$ cat src/rtl/max_pool_ctrl.sv
// Sequencer for the max_pool datapath: accepts one pixel per cycle, tracks column/row
// position and drives the pair-max, row-FIFO and vertical-compare strobes.
module max_pool_ctrl #(
    parameter int IMG_W = 32,
    parameter int IMG_H = 16
) (
    input  logic       sclk,
    input  logic       s_rst,
    input  logic       cfg_stride,
    input  logic       start,
    input  logic       in_vld,
    output logic       in_rdy,
    output logic       data_in_vld,
    output logic       pool_stride,
    output logic [3:0] row_cnt,
    output logic       fifo_wr_en,
    output logic       fifo_rd_en,
    output logic       out_vld,
    output logic       busy,
    output logic       done,
    output logic       pair_err
);

    localparam int COL_W = $clog2(IMG_W);
    localparam logic [COL_W-1:0] COL_LAST    = COL_W'(IMG_W - 1);
    localparam logic [COL_W-1:0] COL_ONE     = COL_W'(1);
    localparam logic [3:0]       ROW_LAST    = 4'(IMG_H - 1);
    localparam logic [3:0]       ROW_WR_LAST = 4'(IMG_H - 2);

    typedef enum logic [1:0] {
        S_IDLE  = 2'd0,
        S_RUN   = 2'd1,
        S_FLUSH = 2'd2,
        S_DONE  = 2'd3
    } state_t;

    state_t           state_q, state_d;
    logic [COL_W-1:0] col_q, col_d;
    logic [3:0]       row_q, row_d;
    logic [3:0]       row_cnt_q, row_cnt_d;
    logic             flush_q, flush_d;
    logic             stride_q, stride_d;
    logic             pair_err_q, pair_err_d;
    logic             rdy_q, rdy_d;
    logic             busy_q, busy_d;
    logic             done_q, done_d;
    logic             wr_q, wr_d;
    logic             out_p1_q, out_p1_d;
    logic             out_q;

    logic accept_s;
    logic odd_s;
    logic last_s;
    logic wr_row_s;
    logic rd_row_s;
    logic out_row_s;

    assign accept_s  = in_vld & rdy_q;
    assign odd_s     = col_q[0];
    assign last_s    = accept_s && (col_q == COL_LAST) && (row_q == ROW_LAST);
    assign wr_row_s  = stride_q ? (row_q <= ROW_WR_LAST) : ~row_q[0];
    assign rd_row_s  = stride_q ? (row_q != 4'd0) : row_q[0];
    assign out_row_s = stride_q ? 1'b1 : row_q[0];

    // Next-state, position tracking and strobe decode
    always_comb begin
        state_d    = state_q;
        col_d      = col_q;
        row_d      = row_q;
        flush_d    = flush_q;
        stride_d   = stride_q;
        pair_err_d = pair_err_q;
        row_cnt_d  = accept_s ? row_q : row_cnt_q;
        wr_d       = accept_s & odd_s & wr_row_s;
        out_p1_d   = accept_s & odd_s & out_row_s;
        case (state_q)
            S_IDLE: begin
                if (start) begin
                    state_d    = S_RUN;
                    col_d      = '0;
                    row_d      = 4'd0;
                    stride_d   = cfg_stride;
                    pair_err_d = 1'b0;
                end else begin
                    state_d = S_IDLE;
                end
            end
            S_RUN: begin
                if (last_s) begin
                    state_d = S_FLUSH;
                    flush_d = 1'b0;
                    col_d   = '0;
                    row_d   = 4'd0;
                end else if (accept_s) begin
                    if (col_q == COL_LAST) begin
                        col_d = '0;
                        row_d = row_q + 4'd1;
                    end else begin
                        col_d = col_q + COL_ONE;
                    end
                end else if (odd_s) begin
                    // lost second half of a pair: rewind so upstream can resend it
                    pair_err_d = 1'b1;
                    col_d      = col_q - COL_ONE;
                end else begin
                    col_d = col_q;
                end
            end
            S_FLUSH: begin
                if (flush_q) begin
                    state_d = S_DONE;
                    flush_d = 1'b0;
                end else begin
                    flush_d = 1'b1;
                end
            end
            S_DONE: begin
                state_d = S_IDLE;
            end
            default: begin
                state_d = S_IDLE;
            end
        endcase
        rdy_d  = (state_d == S_RUN);
        busy_d = (state_d == S_RUN) || (state_d == S_FLUSH);
        done_d = (state_d == S_DONE);
    end

    // State, counters and delayed strobe pipeline
    always_ff @(posedge sclk) begin
        if (s_rst) begin
            state_q    <= S_IDLE;
            col_q      <= '0;
            row_q      <= 4'd0;
            row_cnt_q  <= 4'd0;
            flush_q    <= 1'b0;
            stride_q   <= 1'b0;
            pair_err_q <= 1'b0;
            rdy_q      <= 1'b0;
            busy_q     <= 1'b0;
            done_q     <= 1'b0;
            wr_q       <= 1'b0;
            out_p1_q   <= 1'b0;
            out_q      <= 1'b0;
        end else begin
            state_q    <= state_d;
            col_q      <= col_d;
            row_q      <= row_d;
            row_cnt_q  <= row_cnt_d;
            flush_q    <= flush_d;
            stride_q   <= stride_d;
            pair_err_q <= pair_err_d;
            rdy_q      <= rdy_d;
            busy_q     <= busy_d;
            done_q     <= done_d;
            wr_q       <= wr_d;
            out_p1_q   <= out_p1_d;
            out_q      <= out_p1_q;
        end
    end

    assign in_rdy      = rdy_q;
    assign data_in_vld = accept_s;
    assign fifo_rd_en  = accept_s & odd_s & rd_row_s;
    assign fifo_wr_en  = wr_q;
    assign out_vld     = out_q;
    assign pool_stride = stride_q;
    assign row_cnt     = row_cnt_q;
    assign busy        = busy_q;
    assign done        = done_q;
    assign pair_err    = pair_err_q;

endmodule

$ cat config.mk
export PLATFORM = sky130hd
export DESIGN_NAME = max_pool_ctrl
export DESIGN_NICKNAME = d
export VERILOG_FILES = /design/src/rtl/max_pool_ctrl.sv
export SDC_FILE = /design/constraint.sdc
export NUM_CORES = 1
export LEC_CHECK = 0
export ABC_CLOCK_PERIOD_IN_PS = 2900
export CAP_MARGIN = 20
export CORE_MARGIN = 10
export CORE_UTILIZATION = 50
export DETAILED_ROUTE_END_ITERATION = 12
export PLACE_DENSITY = 0.74
export SLEW_MARGIN = 25
export SYNTH_ARGS = -nofsm -noshare
export SYNTH_HDL_FRONTEND = slang
export SYNTH_SLANG_ARGS = --single-unit
$ cat constraint.sdc
create_clock -name sclk -period 2.9 [get_ports sclk]
set_input_delay 0.725 -clock sclk [delete_from_list [all_inputs] [get_ports sclk]]
set_output_delay 0.725 -clock sclk [all_outputs]
set_load 0.02 [all_outputs]
# == Word-level counts from Yosys, hierarchy flattened ==
# Cells that the tools add are included.
# word_totals
regBits,24
inputBits,5
out_inout_bits,13
wordCells,79
# op_classes
n_addsub,3
magnitude_cmp,1
eq_ne,16
muxes,26
bitwise_logic,6
n_reduce_logical,13
# op_table
cell,n
$mux W5,5
$mux W4,4
$mux W1,10
$ne A2 B2 Y1 const B,5
$pmux W5 S2,1
$eq A2 B2 Y1 const B,4
$pmux W2 S4,1
$pmux W4 S2,1
$ne A3 B3 Y1 const B,2
$reduce_and A2 Y1,3
$add A5 B1 Y5 const B,1
$and A1 B1 Y1,5
$eq A5 B5 Y1 const B,1
$reduce_and A5 Y1,1
$sub A5 B1 Y5 const B,1
$add A4 B1 Y4 const B,1
$eq A2 B1 Y1 const B,2
$eq A4 B4 Y1 const B,1
$le A4 B4 Y1 const B,1
$mux W2,2
$ne A4 B4 Y1 const B,1
$pmux W1 S2,2
$reduce_and A4 Y1,1
$reduce_bool A2 Y1,2
other kinds (6),7

# == Longest topological paths before layout ==
# Gate-level depths: netlist of the first run.
# logic_depth
depth_word,7
ltp_mapped,9
mapped_depth_nobuf,9

# == Worst setup path before layout of the first run ==
# Ideal clock, no wire load.
# synth_timing
path_type,input-to-output
from,input port in_vld
to,output port fifo_rd_en
t_arrival_ps,1519
required_ps,2175
slack_ps,656
cell_stages,4
n_path_buf,0
path_cell_list,nand2_2 -> clkinv_1 -> o211ai_1 -> nor2_1
# synth_via
elab_chain_len,3
# synth_rtl
item,line,text
from (decl),11,"input logic in_vld,"
$and A1 B1 Y1,58,assign accept_s = in_vld & rdy_q;
named net data_in_vld,13,"output logic data_in_vld,"
$and A1 B1 Y1 (2 in a row),164,assign fifo_rd_en = accept_s & odd_s & rd_row_s;
to (decl),17,"output logic fifo_rd_en,"
# The timed path passes the listed nets, and every way through them passes these cells.

# == Worst setup path in the final report of the first run ==
# layout_timing
from,input port in_vld
to,output port fifo_rd_en
# layout_via
elab_chain_len,3
# layout_rtl
item,line
$and A1 B1 Y1,58
$and A1 B1 Y1 (2 in a row),164
# Every way passes these cells.

==> qor.yml, run 1 <==
critical_path:
  reg2reg_depth: 8
  end_kind: "output port"
  worstPathCellList: "clkdlybuf4s50_1 -> nand2_2 -> clkinv_1 -> o211ai_1 -> nor2_1 -> dlygate4sd2_1"
  crit_arrival_ns: 1.95
  crit_path_start_kind: "input port"
  required_ns: 2.17
  slowest_delay_ns: 0.51
  worst-setup-path-type: "in -> out"
  crit_slowest_cell: "clkdlybuf4s50_1"
  cp_max_fo: 2
die:
  die_w_um: 70
  io-pin-count: 18
  fp.dieH_um: 70
  design.core.area_mm2: 0.00243
  rows: 18
  start_util: 0.514
  die_area_mm2: 0.00490
placement:
  dp_cells: 188
  hpwl_um: 2060
  place.gp.congestion: 0.893
  io_buffers: 17
status:
  status: "completed"
drt:
  drtAntennaViolNets: 0
  wl_um: 2740
  drt_iter0_drc: 51
  num_vias: 1090
  first_pass_iters: 4
  drc: 0
  avgViaCountPerCell: 5.71
  wl_per_cell_um: 14.4
global_routing:
  grt_max_degree: 14
  globalRouteTotalUtil: 0.114
  grt_remaining_overflow: 0
  antenna_found_initial: 0
  first_global_vias: 1056
  grt_pass1_wl_um: 4820
sta:
  finalSetupViolations: 0
  finalCriticalPeriod_ns: 2.67
  period_share: 0.922
  hold_viol: 0
  rsz0062_at_grt: "false"
  fin_skew_ns: 0.00426
  worst_pin_slew_ns: 0.484
  slew_viol_final: 0
  maxClockFrequency_mhz: 374
  max_slew_margin: 0.677
cts:
  cts_root_buf: "clkbuf_4"
  clock_sinks: 24
  insertion_delay_ns: 0.31
  holdBufCountCts: 0
  clockBufferDepth: 2
  cts_buffers: 3
  h-tree-depth: 1
  cts_setup_buffers: 0
  cts_tree: "built"
  cts.clk_slew.worst_paths_ns: 0.12
worst_hold_path:
  worstHoldPathType: "reg -> reg"
  hold-path-cell-count: 2
finish:
  finalNonFillerCells: 191
  multi_input_area_um2: 693
  area_delta_synth_final_pct: 17.8
  num_antenna_cells: 0
  final_common_cell: "dfxtp_1"
  nFillCells: 223
  final_cell_mix: "24 x dfxtp_1, 15 x clkdlybuf4s50_1, 14 x nand2_1"
  nNetsFinal: 176
  seqCellArea_um2: 480
  drive_gt1_frac: 0.124
run:
  cap_violations: 0
yosys:
  syn_nets: 156
  syn_area_per_cell_um2: 8.74
  ys_ff_latch: 24
  synth_top_flop_cell: "dfxtp_1"
  yosysWarnings: 0
  synth-seq-area-share: 0.384
  async_flop_share: 0
  synth_cells: 143
  syn_area_mm2: 0.00125
  synth_edf_count: 0
  synth.distinct_cells: 49
power:
  ir_drop_mv: 0.397
  power-per-cell-area_mw_per_mm2: 384
  p_leak_nw: 0.592
  finalPower_w: 0.000565
## metrics by stage
stage | hold slack (ns) | utilization | area, um^2 | setup slack, ns | TNS (ns)
global route | 0.484 | 0.605 | 1470 | 0.149 | 0
global placement | 0.421 | 0.596 | 1450 | -0.0334 | -0.0334
CTS | 0.468 | 0.604 | 1470 | 0.0174 | 0
floorplan | 0.414 | - | 1250 | 0.656 | 0
detailed placement | 0.445 | 0.596 | 1450 | -0.0619 | -0.0619
finish | 0.464 | 0.605 | 1470 | 0.225 | 0
## per-layer routing
layer,GRT usage,vias up,share of wire
met2,0.193,21,0.50
met4,0.0526,0,0.014
li1,-,546,-
met5,0,-,0
met3,0.0282,4,0.049
met1,0.132,519,0.43
## where the power goes
group	switching (W)	internal, W	total, W
clock network	0.0000973	0.0000486	0.000146
registers	0.00000873	0.000336	0.000344
logic	0.0000411	0.0000336	0.0000747
## cells in the mapped netlist (3+ instances only)
library cell | n | share of area
a21oi_1 | 13 | 0.052
a31oi_1 | 3 | 0.015
dfxtp_1 | 24 | 0.38
ha_1 | 8 | 0.080
inv_1 | 7 | 0.021
nand2_1 | 14 | 0.042
nand2b_1 | 3 | 0.015
nand3_1 | 3 | 0.012
nor2_1 | 12 | 0.036
nor2b_1 | 5 | 0.025
nor3_1 | 3 | 0.012
o21ai_0 | 4 | 0.016
## flip-flops by register name, summed over array words and instances (netlist names), 2 cells and up
register,flops
col_q,5
row_cnt,4
row_q,4
state_q,2
## cell type report
type / instances / share of cell area
Clock buffer: 3 / 0.0153
Inverter: 8 / 0.0204
Sequential cell: 24 / 0.326
Timing Repair Buffer: 22 / 0.142
Multi-Input combinational cell: 104 / 0.471
Tap cell: 30 / 0.0255
## path summary, 6_finish.rpt
kind	slack, ns	start	end
max	0.23	in_vld	fifo_rd_en
min	0.46	row_cnt[0]	row_cnt[0]
max reg2reg	0.60	col_q[1]	busy
min reg2reg	0.46	row_cnt[0]	row_cnt[0]
## cell families after synthesis
group / after synthesis / synth area share
buffers and inverters: 15 / 0.0611
XOR/XNOR: 1 / 0.00701
adder cells (fa/ha/maj): 8 / 0.0801
multiplexers: 1 / 0.00901
AO/OA/AOI/OAI: 37 / 0.206
AND/OR/NAND/NOR: 57 / 0.252
flip-flops: 24 / 0.384
## worst max-delay path, delay by kind of cell
kind	cells	cell delay [ns]
buffers and inverters	3	0.92
and+or+nand+nor	2	0.20
AOI/OAI and AO/OA	1	0.11
## what timing repair did
item / 4_1_cts / 5_1_grt
endpoints found under the setup margin: 1 / 1
resized for setup: 1 / 1
pin swaps: 0 / 0
No activity file was read; power rests on OpenSTA's default activity.
==> run 2: changes to the inputs <==
--- a/config.mk
+++ b/config.mk
@@ -7,10 +7,10 @@
 export LEC_CHECK = 0
 export ABC_CLOCK_PERIOD_IN_PS = 2900
 export CAP_MARGIN = 20
-export CORE_MARGIN = 10
+export CORE_MARGIN = 4
 export CORE_UTILIZATION = 50
 export DETAILED_ROUTE_END_ITERATION = 12
-export PLACE_DENSITY = 0.74
+export PLACE_DENSITY = 0.84
 export SLEW_MARGIN = 25
 export SYNTH_ARGS = -nofsm -noshare
 export SYNTH_HDL_FRONTEND = slang
==> run 2 against run 1 <==
Compared with the run above:
- sequential power is essentially flat
- sequential cell count unchanged
- total power rose by 6.2%
- clock skew shrank 0.0012 ns
- setup slack better by 0.042 ns
- critical path type unchanged
- critical endpoint unchanged
- largest power group unchanged
- highest routed layer unchanged
==> qor.yml, run 2 (synthesis gave the netlist of run 1 again) <==
sta:
  rsz0062_at_grt: "false"
  whs_ns: 0.458  # -0.00648 ns
  slew_viol_final: 0  # unchanged
  finalCriticalPeriod_ns: 2.63  # -0.0422 ns
  setup_slack_ns: 0.268  # +0.0422 ns
  maxClockFrequency_mhz: 380  # +1.6%
  hold_viol: 0  # unchanged
  period_share: 0.908  # -0.0146
  finalSetupViolations: 0  # unchanged
  fin_skew_ns: 0.00304  # -0.00122 ns
  max_slew_margin: 0.655  # -0.0212
  worst_pin_slew_ns: 0.515  # +0.0317 ns
global_routing:
  grt_pass1_wl_um: 4800  # -0.58%
  grt_max_degree: 15  # +1
  antenna_found_initial: 0  # unchanged
  first_global_vias: 1055  # -0.095%
  grt_remaining_overflow: 0  # unchanged
  globalRouteTotalUtil: 0.178  # +0.0639
cts:
  clock_sinks: 24  # unchanged
  cts_setup_buffers: 0  # unchanged
  cts_tree: "built"
  cts.clk_slew.worst_paths_ns: 0.13  # about the same
  cts_buffers: 3  # unchanged
  clockBufferDepth: 2  # unchanged
  h-tree-depth: 1  # unchanged
  cts_root_buf: "clkbuf_4"
  holdBufCountCts: 0  # unchanged
  insertion_delay_ns: 0.31  # about the same
critical_path:
  r2r_setup_slack_ns: 0.58  # -0.02 ns
  worstPathCellList: "clkdlybuf4s50_1 -> nand2_2 -> clkinv_1 -> o211ai_1 -> nor2_1 -> dlygate4sd2_1"
  cpLargestDelayFamily: "buffers and inverters"
  crit_path_start_kind: "input port"
  crit_slowest_cell: "clkdlybuf4s50_1"
  crit_arrival_ns: 1.91  # -0.04 ns
  worst-setup-path-type: "in -> out"
  slowest_delay_ns: 0.50  # about the same
  required_ns: 2.17  # about the same
  crit_buf_inv: 3  # unchanged
  cp_max_fo: 2  # unchanged
  end_kind: "output port"
die:
  io-pin-count: 18  # unchanged
  design.core.area_mm2: 0.00230  # -5.6%
  start_util: 0.544  # +0.0302
  fp.dieH_um: 58  # -17%
  rows: 17  # -1
  die_area_mm2: 0.00336  # -31%
  die_w_um: 58  # -17%
finish:
  finalNonFillerCells: 190  # -0.52%
  final_cell_mix: "24 x dfxtp_1, 15 x clkdlybuf4s50_1, 14 x nand2_1"
  final_cell_area_mm2: 0.00148  # +0.76%
  num_antenna_cells: 0  # unchanged
  nNetsFinal: 176  # unchanged
  largest_reg_flops: 5  # unchanged
  area_delta_synth_final_pct: 18.7
  drive_gt1_frac: 0.130  # +0.00541
  final_common_cell: "dfxtp_1"
  regMostFlops: "col_q"
  nFillCells: 202  # -9.4%
power:
  power-per-cell-area_mw_per_mm2: 404  # +5.4%
  ir_drop_mv: 0.280  # -30%
  p_leak_nw: 0.599  # +1.2%
  finalPower_w: 0.000600  # +6.2%
drt:
  drt_iter0_drc: 42  # -18%
  drc: 0  # unchanged
  avgViaCountPerCell: 5.83  # +2.1%
  wl_per_cell_um: 14.7  # +2.5%
  first_pass_iters: 4  # unchanged
  drtAntennaViolNets: 0  # unchanged
  wl_um: 2800  # +2.0%
  num_vias: 1107  # +1.6%
status:
  status: "completed"
placement:
  hpwl_um: 1980  # -4.0%
  dp_cells: 186  # -1.1%
  place.gp.congestion: 0.883  # -1.0%
  dp_slack_ns: -0.0222  # +0.0398 ns
  io_buffers: 17  # unchanged
  placedInstanceArea_mm2: 0.00145  # -0.17%
worst_hold_path:
  worstHoldPathType: "reg -> reg"
run:
  cap_violations: 0  # unchanged
[run 2: final timing paths]
check / depth (start not counted) / start / to
hold / removal: 1 / out_p1_q / out_vld
setup / recovery: 6 / in_vld / fifo_rd_en
setup reg to reg: 8 / col_q[1] / busy
hold reg to reg: 1 / out_p1_q / out_vld
[run 2: what timing repair did]
item,CTS,global route
pin swaps,0,0
resized for setup,1,1
setup endpoints to repair,1,1
hold endpoints to repair,0,0
[run 2: metrics by stage]
step                       util  TNS [ns]
after CTS                 0.645         0
after global routing      0.646         0
after detailed placement  0.630   -0.0222
after global placement    0.630   -0.0233
final                     0.646         0
after floorplan               -         0
[run 2: per-layer routing]
metal,part of all wire,GRT usage
met5,0,0
met4,0.012,0.0695
met3,0.064,0.0334
met2,0.49,0.303
met1,0.43,0.221
[run 2: cell type report]
class / count / area, um^2 / area share
inverters: 8 / 30.0 / 0.0202
multi-input cells: 104 / 693 / 0.467
clock buffers: 4 / 36.3 / 0.0245
repair buffers: 22 / 209 / 0.141
well taps: 28 / 35.0 / 0.0236
flip-flops and latches: 24 / 480 / 0.324
[run 2: where the power goes]
group	switching, W	internal [W]
clock	0.000103	0.0000766
combinational	0.0000418	0.0000337
sequential	0.00000929	0.000336
